File: config.mk
export PLATFORM = sky130hd
export DESIGN_NAME = seg_scan_ctrl
export DESIGN_NICKNAME = d
export VERILOG_FILES = /design/src/rtl/seg_scan_ctrl_pkg.sv /design/src/rtl/seg_scan_ctrl_bcd7seg.sv /design/src/rtl/seg_scan_ctrl.sv
export SDC_FILE = /design/constraint.sdc
export NUM_CORES = 1
export LEC_CHECK = 0
export ABC_AREA = 1
export BUFFER_PORTS_ARGS = -buffer_cell sky130_fd_sc_hd__buf_4
export CORE_ASPECT_RATIO = 0.7
export CORE_MARGIN = 8
export CORE_UTILIZATION = 50
export DETAILED_ROUTE_END_ITERATION = 12
export PLACE_DENSITY = 0.76
export SLEW_MARGIN = 15
export SYNTH_ARGS = -nofsm -noshare
export SYNTH_HDL_FRONTEND = slang
export SYNTH_SLANG_ARGS = --single-unit
File: constraint.sdc
create_clock -name clk -period 2.4 [get_ports clk]
set_input_delay 0 -clock clk [delete_from_list [all_inputs] [get_ports clk]]
set_output_delay 0 -clock clk [all_outputs]
set_load 0.01 [all_outputs]
File: src/rtl/seg_scan_ctrl_pkg.sv
// Shared display/time-keeping definitions: BCD digit type and the blank segment pattern.
package seg_scan_ctrl_pkg;
  localparam logic [6:0] SEG_BLANK = 7'h7F;
  typedef logic [3:0] bcd_t;
endpackage

File: src/rtl/seg_scan_ctrl_bcd7seg.sv
// BCD to active-low seven-segment decoder, {g,f,e,d,c,b,a}; non-decimal codes go dark.
module seg_scan_ctrl_bcd7seg
  import seg_scan_ctrl_pkg::*;
(
  input  bcd_t       digit,
  output logic [6:0] seg
);
  always_comb begin
    case (digit)
      4'h0:    seg = 7'h40;
      4'h1:    seg = 7'h79;
      4'h2:    seg = 7'h24;
      4'h3:    seg = 7'h30;
      4'h4:    seg = 7'h19;
      4'h5:    seg = 7'h12;
      4'h6:    seg = 7'h02;
      4'h7:    seg = 7'h78;
      4'h8:    seg = 7'h00;
      4'h9:    seg = 7'h10;
      default: seg = SEG_BLANK;
    endcase
  end
endmodule

File: src/rtl/seg_scan_ctrl.sv
// Seven-segment scan controller: frame-coherent shadow digits, anode sequencing with guard
// time, leading-zero blanking and per-digit blink, all through one shared decoder.
module seg_scan_ctrl
  import seg_scan_ctrl_pkg::*;
#(
  parameter int NDIG         = 8,
  parameter int SCAN_DIV     = 50000,
  parameter int GUARD        = 2,
  parameter int BLINK_FRAMES = 64
) (
  input  logic              clk,
  input  logic              rst,
  input  logic [4*NDIG-1:0] bcd_in,
  input  logic [NDIG-1:0]   dp_in,
  input  logic              load,
  input  logic              lz_en,
  input  logic [NDIG-1:0]   blink_mask,
  output logic [6:0]        seg,
  output logic              dp,
  output logic [NDIG-1:0]   an,
  output logic              frame_start
);
  localparam int PW = (SCAN_DIV > 1) ? $clog2(SCAN_DIV) : 1;
  localparam int IW = (NDIG > 1) ? $clog2(NDIG) : 1;
  localparam int FW = (BLINK_FRAMES > 1) ? $clog2(BLINK_FRAMES) : 1;

  logic [PW-1:0]   pc;
  logic [IW-1:0]   idx;
  logic [FW-1:0]   fcnt;
  logic            bph;
  logic            pend_v;
  bcd_t [NDIG-1:0] pend, shadow, nxt_sh;
  logic [NDIG-1:0] pend_dp, sh_dp, nxt_dp, lzm, lzm_n;
  logic            slot_end, fb, commit, blank, allz;
  logic [6:0]      dec_seg;

  assign slot_end = (pc == PW'(SCAN_DIV - 1));
  assign fb       = slot_end && (idx == IW'(NDIG - 1));
  assign commit   = fb && (load || pend_v);

  // A load landing on the frame boundary bypasses the pending register.
  assign nxt_sh = load ? bcd_in : pend;
  assign nxt_dp = load ? dp_in : pend_dp;

  always_comb begin
    lzm_n = '0;
    allz  = 1'b1;
    for (int i = NDIG - 1; i > 0; i--) begin
      allz     = allz & (nxt_sh[i] == 4'h0);
      lzm_n[i] = lz_en & allz;
    end
  end

  assign blank = lzm[idx] | (blink_mask[idx] & bph);

  seg_scan_ctrl_bcd7seg u_dec (
    .digit (shadow[idx]),
    .seg   (dec_seg)
  );

  always_ff @(posedge clk) begin
    if (rst) begin
      pc          <= '0;
      idx         <= '0;
      fcnt        <= '0;
      bph         <= 1'b0;
      pend_v      <= 1'b0;
      pend        <= '0;
      pend_dp     <= '0;
      shadow      <= '0;
      sh_dp       <= '0;
      lzm         <= '0;
      seg         <= SEG_BLANK;
      dp          <= 1'b1;
      an          <= '1;
      frame_start <= 1'b0;
    end else begin
      pc <= slot_end ? '0 : pc + 1'b1;
      if (slot_end)
        idx <= (idx == IW'(NDIG - 1)) ? '0 : idx + 1'b1;

      if (load && !fb) begin
        pend    <= bcd_in;
        pend_dp <= dp_in;
        pend_v  <= 1'b1;
      end else if (fb) begin
        pend_v  <= 1'b0;
      end

      if (commit) begin
        shadow <= nxt_sh;
        sh_dp  <= nxt_dp;
        lzm    <= lzm_n;
      end

      if (fb) begin
        if (fcnt == FW'(BLINK_FRAMES - 1)) begin
          fcnt <= '0;
          bph  <= ~bph;
        end else begin
          fcnt <= fcnt + 1'b1;
        end
      end

      seg         <= blank ? SEG_BLANK : dec_seg;
      dp          <= blank | ~sh_dp[idx];
      an          <= (pc < PW'(GUARD)) ? '1 : ~(NDIG'(1) << idx);
      frame_start <= (pc == '0) && (idx == '0);
    end
  end
endmodule

==> flow_summary.yaml <==
pwr:
  power.total_mw: 5.443
  comb_power_share_pct: 7.7
  netSwitchingPower_mw: 1.205
  p_leak_nw: 3.242
  vdd_drop_max_mv: 0.5865
  intPower_mw: 4.238
  cellPowerDensity_mw_per_mm2: 705.4
  pwr-share-clk_pct: 50.6
  swShare_pct: 22.14
  seqPwrFrac_pct: 41.6
worst_setup_path:
  worstSetupPathType: "flop to flop"
  worstReg2RegEnd: "lzm[6]$_SDFFE_PP0P_"
  end_kind: "flop"
  critPathMaxFanout: 21
  cp-start-kind: "flop"
  regToRegSetupSlack_ns: 0.17
  critical_path_required_ns: 2.76
  worstReg2RegStart: "pc[1]$_SDFF_PP0_"
  worst_r2r_path_depth: 11
  worstPathArrival_ns: 2.59
synthesis:
  syn_area_per_cell_um2: 7.260
  synth_edf_count: 0
  yosysWarnings: 0
  yosysUniqueCellTypes: 41
  synthTopCellsByArea: "dfxtp_1 43%, nand2_1 11%, nor2_1 7.4%"
  yosysTopAreaCell: "dfxtp_1"
  syn-num-nets: 902
  ys_ff_latch: 131
  async_flop_share_pct: 0
  synth_cells: 836
  netlist_area_mm2: 0.006070
  yosys.area.top_type_share_pct: 43.21
  yosysSeqAreaShare_pct: 43.21
  synth_common_cells: "179 x nand2_1, 131 x dfxtp_1, 120 x nor2_1"
  yosysMostFrequentCell: "nand2_1"
  yosys_most_used_dff: "dfxtp_1"
placed_design:
  dp.final_hpwl_um: 10400
  port_buffers: 68
  placed_area_mm2: 0.006620
  gp_congestion: 0.8487
clock_tree:
  clock_sinks: 131
  cts_tree: "yes"
  clockBufferDepth: 2
  clock_latency_ns: 0.42
  cts_root_buf: "clkbuf_16"
  cts_buffers: 17
  clk_pin_slew_ns: 0.06
  cts-htree-levels: 4
  cts_setup_buffers: 0
global_routing:
  grt_pass1_wl_um: 26410
  antenna_found_initial: 0
  grt_pass1_vias: 5239
  grtUsageTotal_pct: 20.42
  grt_max_degree: 60
  grt-ovfl-total: 0
final_layout:
  n_antenna_cell: 0
  fin_area_mm2: 0.007716
  fin_nets: 1003
  syn2layout_area_growth_pct: 27.13
  utilization_pct: 65.57
  drive_above_1_share_pct: 15.60
timing:
  setup_viol_count_final: 0
  fmax_mhz: 448.5
  tightest_slew_ns: 0.8733
  skew_ns: 0.006119
  timing.final.hold_violations: 0
  finalSetupTns_ns: 0
  slew_violations: 0
  layout_min_cycle_time_ns: 2.230
  rsz0062_at_grt: "no"
  min_period_over_period_pct: 92.91
  max_slew_margin_pct: 41.78
route:
  totalWireLength_um: 15810
  drtIter0Drc: 474
  post_drt_wl_per_cell_um: 14.29
  num_vias: 5750
  drc: 0
  routed_via_density: 5.199
  ant_nets: 0
  drt_pass1_iterations: 5
flow_run:
  cap_violations: 0
hold_path:
  min_path_type: "primary input to flop"
  hold_start: "blink_mask[4]"
  min_path_cells: 7
  min_to: "seg[4]$_SDFF_PP1_"
die:
  io_pins: 69
  num_rows: 33
  dieArea_mm2: 0.01598
  start_util_pct: 51.58
  core_area_mm2: 0.01177
  fp.dieH_um: 108.2
  fp.dieW_um: 147.7
outcome:
  status: "finished clean"
critical path: stages, from the launching register on:
cell and delay, ns:
dfxtp_1 0.37, ha_1 0.19, nand2_1 0.07, inv_2 0.06, nand2_2 0.10, nor2_4 0.18
nand4_4 0.14, inv_4 0.15, buf_12 0.16, nand3_1 0.07, a21oi_1 0.11, dlygate4sd3_1 0.56
registers in the layout (all words and copies together) (netlist names), 3 cells and up:
register,count
seg,7
pend_dp,8
sh_dp,8
fcnt,6
lzm,7
shadow,32
idx,3
pc,16
an,8
pend,32
cell usage in the layout, fill, tap and decap left out, types with 3 or more instances in the layout:
cell type | Yosys | final
nand2_1 | 179 | 179
dfxtp_1 | 131 | 130
nor2_1 | 120 | 120
o21ai_0 | 86 | 86
buf_4 | 3 | 80
a21oi_1 | 62 | 62
inv_1 | 54 | 54
dlygate4sd3_1 | 0 | 44
nand3_1 | 33 | 33
clkbuf_16 | 0 | 18
ha_1 | 14 | 14
a31oi_1 | 13 | 13
o211ai_1 | 10 | 10
a211oi_1 | 10 | 10
nand4_1 | 9 | 9
inv_2 | 9 | 8
nor3_1 | 7 | 7
o21ai_1 | 6 | 6
nand2_2 | 6 | 6
nor2_2 | 5 | 5
or2_2 | 4 | 4
o21a_1 | 4 | 4
bufinv_16 | 0 | 4
clkinv_2 | 1 | 3
nor2_4 | 3 | 3
o21ai_2 | 3 | 3
or2_1 | 3 | 3
or2_0 | 3 | 3
clkinvlp_4 | 0 | 3
clkbuf_8 | 0 | 3
layer usage:
metal	global-route usage, %	vias up	wire length (µm)
met3	6.174	23	1216
met5	0	-	0
met1	29.72	2585	8074
met4	6.817	0	223
met2	27.90	188	6295
li1	-	2954	-
logic make-up (layout without fill, tap and decap cells):
group | Yosys count | in the layout | synth area share, %
AOI/OAI and AO/OA | 198 | 198 | 17.96
xor gates and xnor gates | 4 | 4 | 0.5773
adders and majority gates | 14 | 14 | 2.886
buffers and inverters | 110 | 223 | 8.761
DFF | 131 | 131 | 43.21
and+or+nand+nor | 379 | 379 | 26.61
area by class of cell:
| cell class | count | area (µm²) |
|---|---|---|
| Timing Repair Buffer | 127 | 1106 |
| Inverter | 65 | 247.7 |
| Clock inverter | 9 | 152.6 |
| Sequential cell | 131 | 2624 |
| Fill cell | 1001 | 4051 |
| Tap cell | 157 | 196.4 |
| Multi-Input combinational cell | 595 | 2915 |
| Clock buffer | 22 | 474.2 |
through the flow:
step / worst slack (ns) / hold slack, ns / std cells
CTS: 0.07068 / 0.2077 / 1105
detailed placement: 0.3689 / 0.2666 / 1030
global placement: 0.4499 / 0.2635 / 1030
finish: 0.1702 / 0.2163 / 1106
global route: 0.01124 / 0.2733 / 1106
floorplan: 0.5119 / 0.1531 / 836
repair_timing:
item                                   4_1_cts  5_1_grt
setup endpoints to repair                    0        1
gates resized for setup                      0        2
endpoints found under the hold margin       67        0
hold buffers                                44        0
how the worst max path moves through the flow:
stage	from	to	slack, ns
4_1_cts	idx[1]$_SDFFE_PP0N_	lzm[6]$_SDFFE_PP0P_	0.07
6_report	pc[1]$_SDFF_PP0_	lzm[6]$_SDFFE_PP0P_	0.17
5_1_grt	pc[0]$_SDFF_PP0_	lzm[6]$_SDFFE_PP0P_	0.01
3_5_place_dp	pc[0]$_SDFF_PP0_	pend[19]$_SDFFE_PP0P_	0.37
2_1_floorplan	idx[0]$_SDFFE_PP0N_	seg[0]$_SDFF_PP1_	0.51
3_3_place_gp	pc[0]$_SDFF_PP0_	pend[12]$_SDFFE_PP0P_	0.45
power groups by stage:
stage / Combinational, mW / Sequential, mW / Clock, mW
after global placement: 0.354 / 2.31 / 0
after global routing: 0.472 / 2.27 / 2.88
after detailed placement: 0.358 / 2.31 / 0
final: 0.421 / 2.26 / 2.76
after CTS: 0.415 / 2.26 / 2.77
after floorplan: 0.220 / 2.31 / 0
Note: power is estimated with default switching activity, not from simulation.
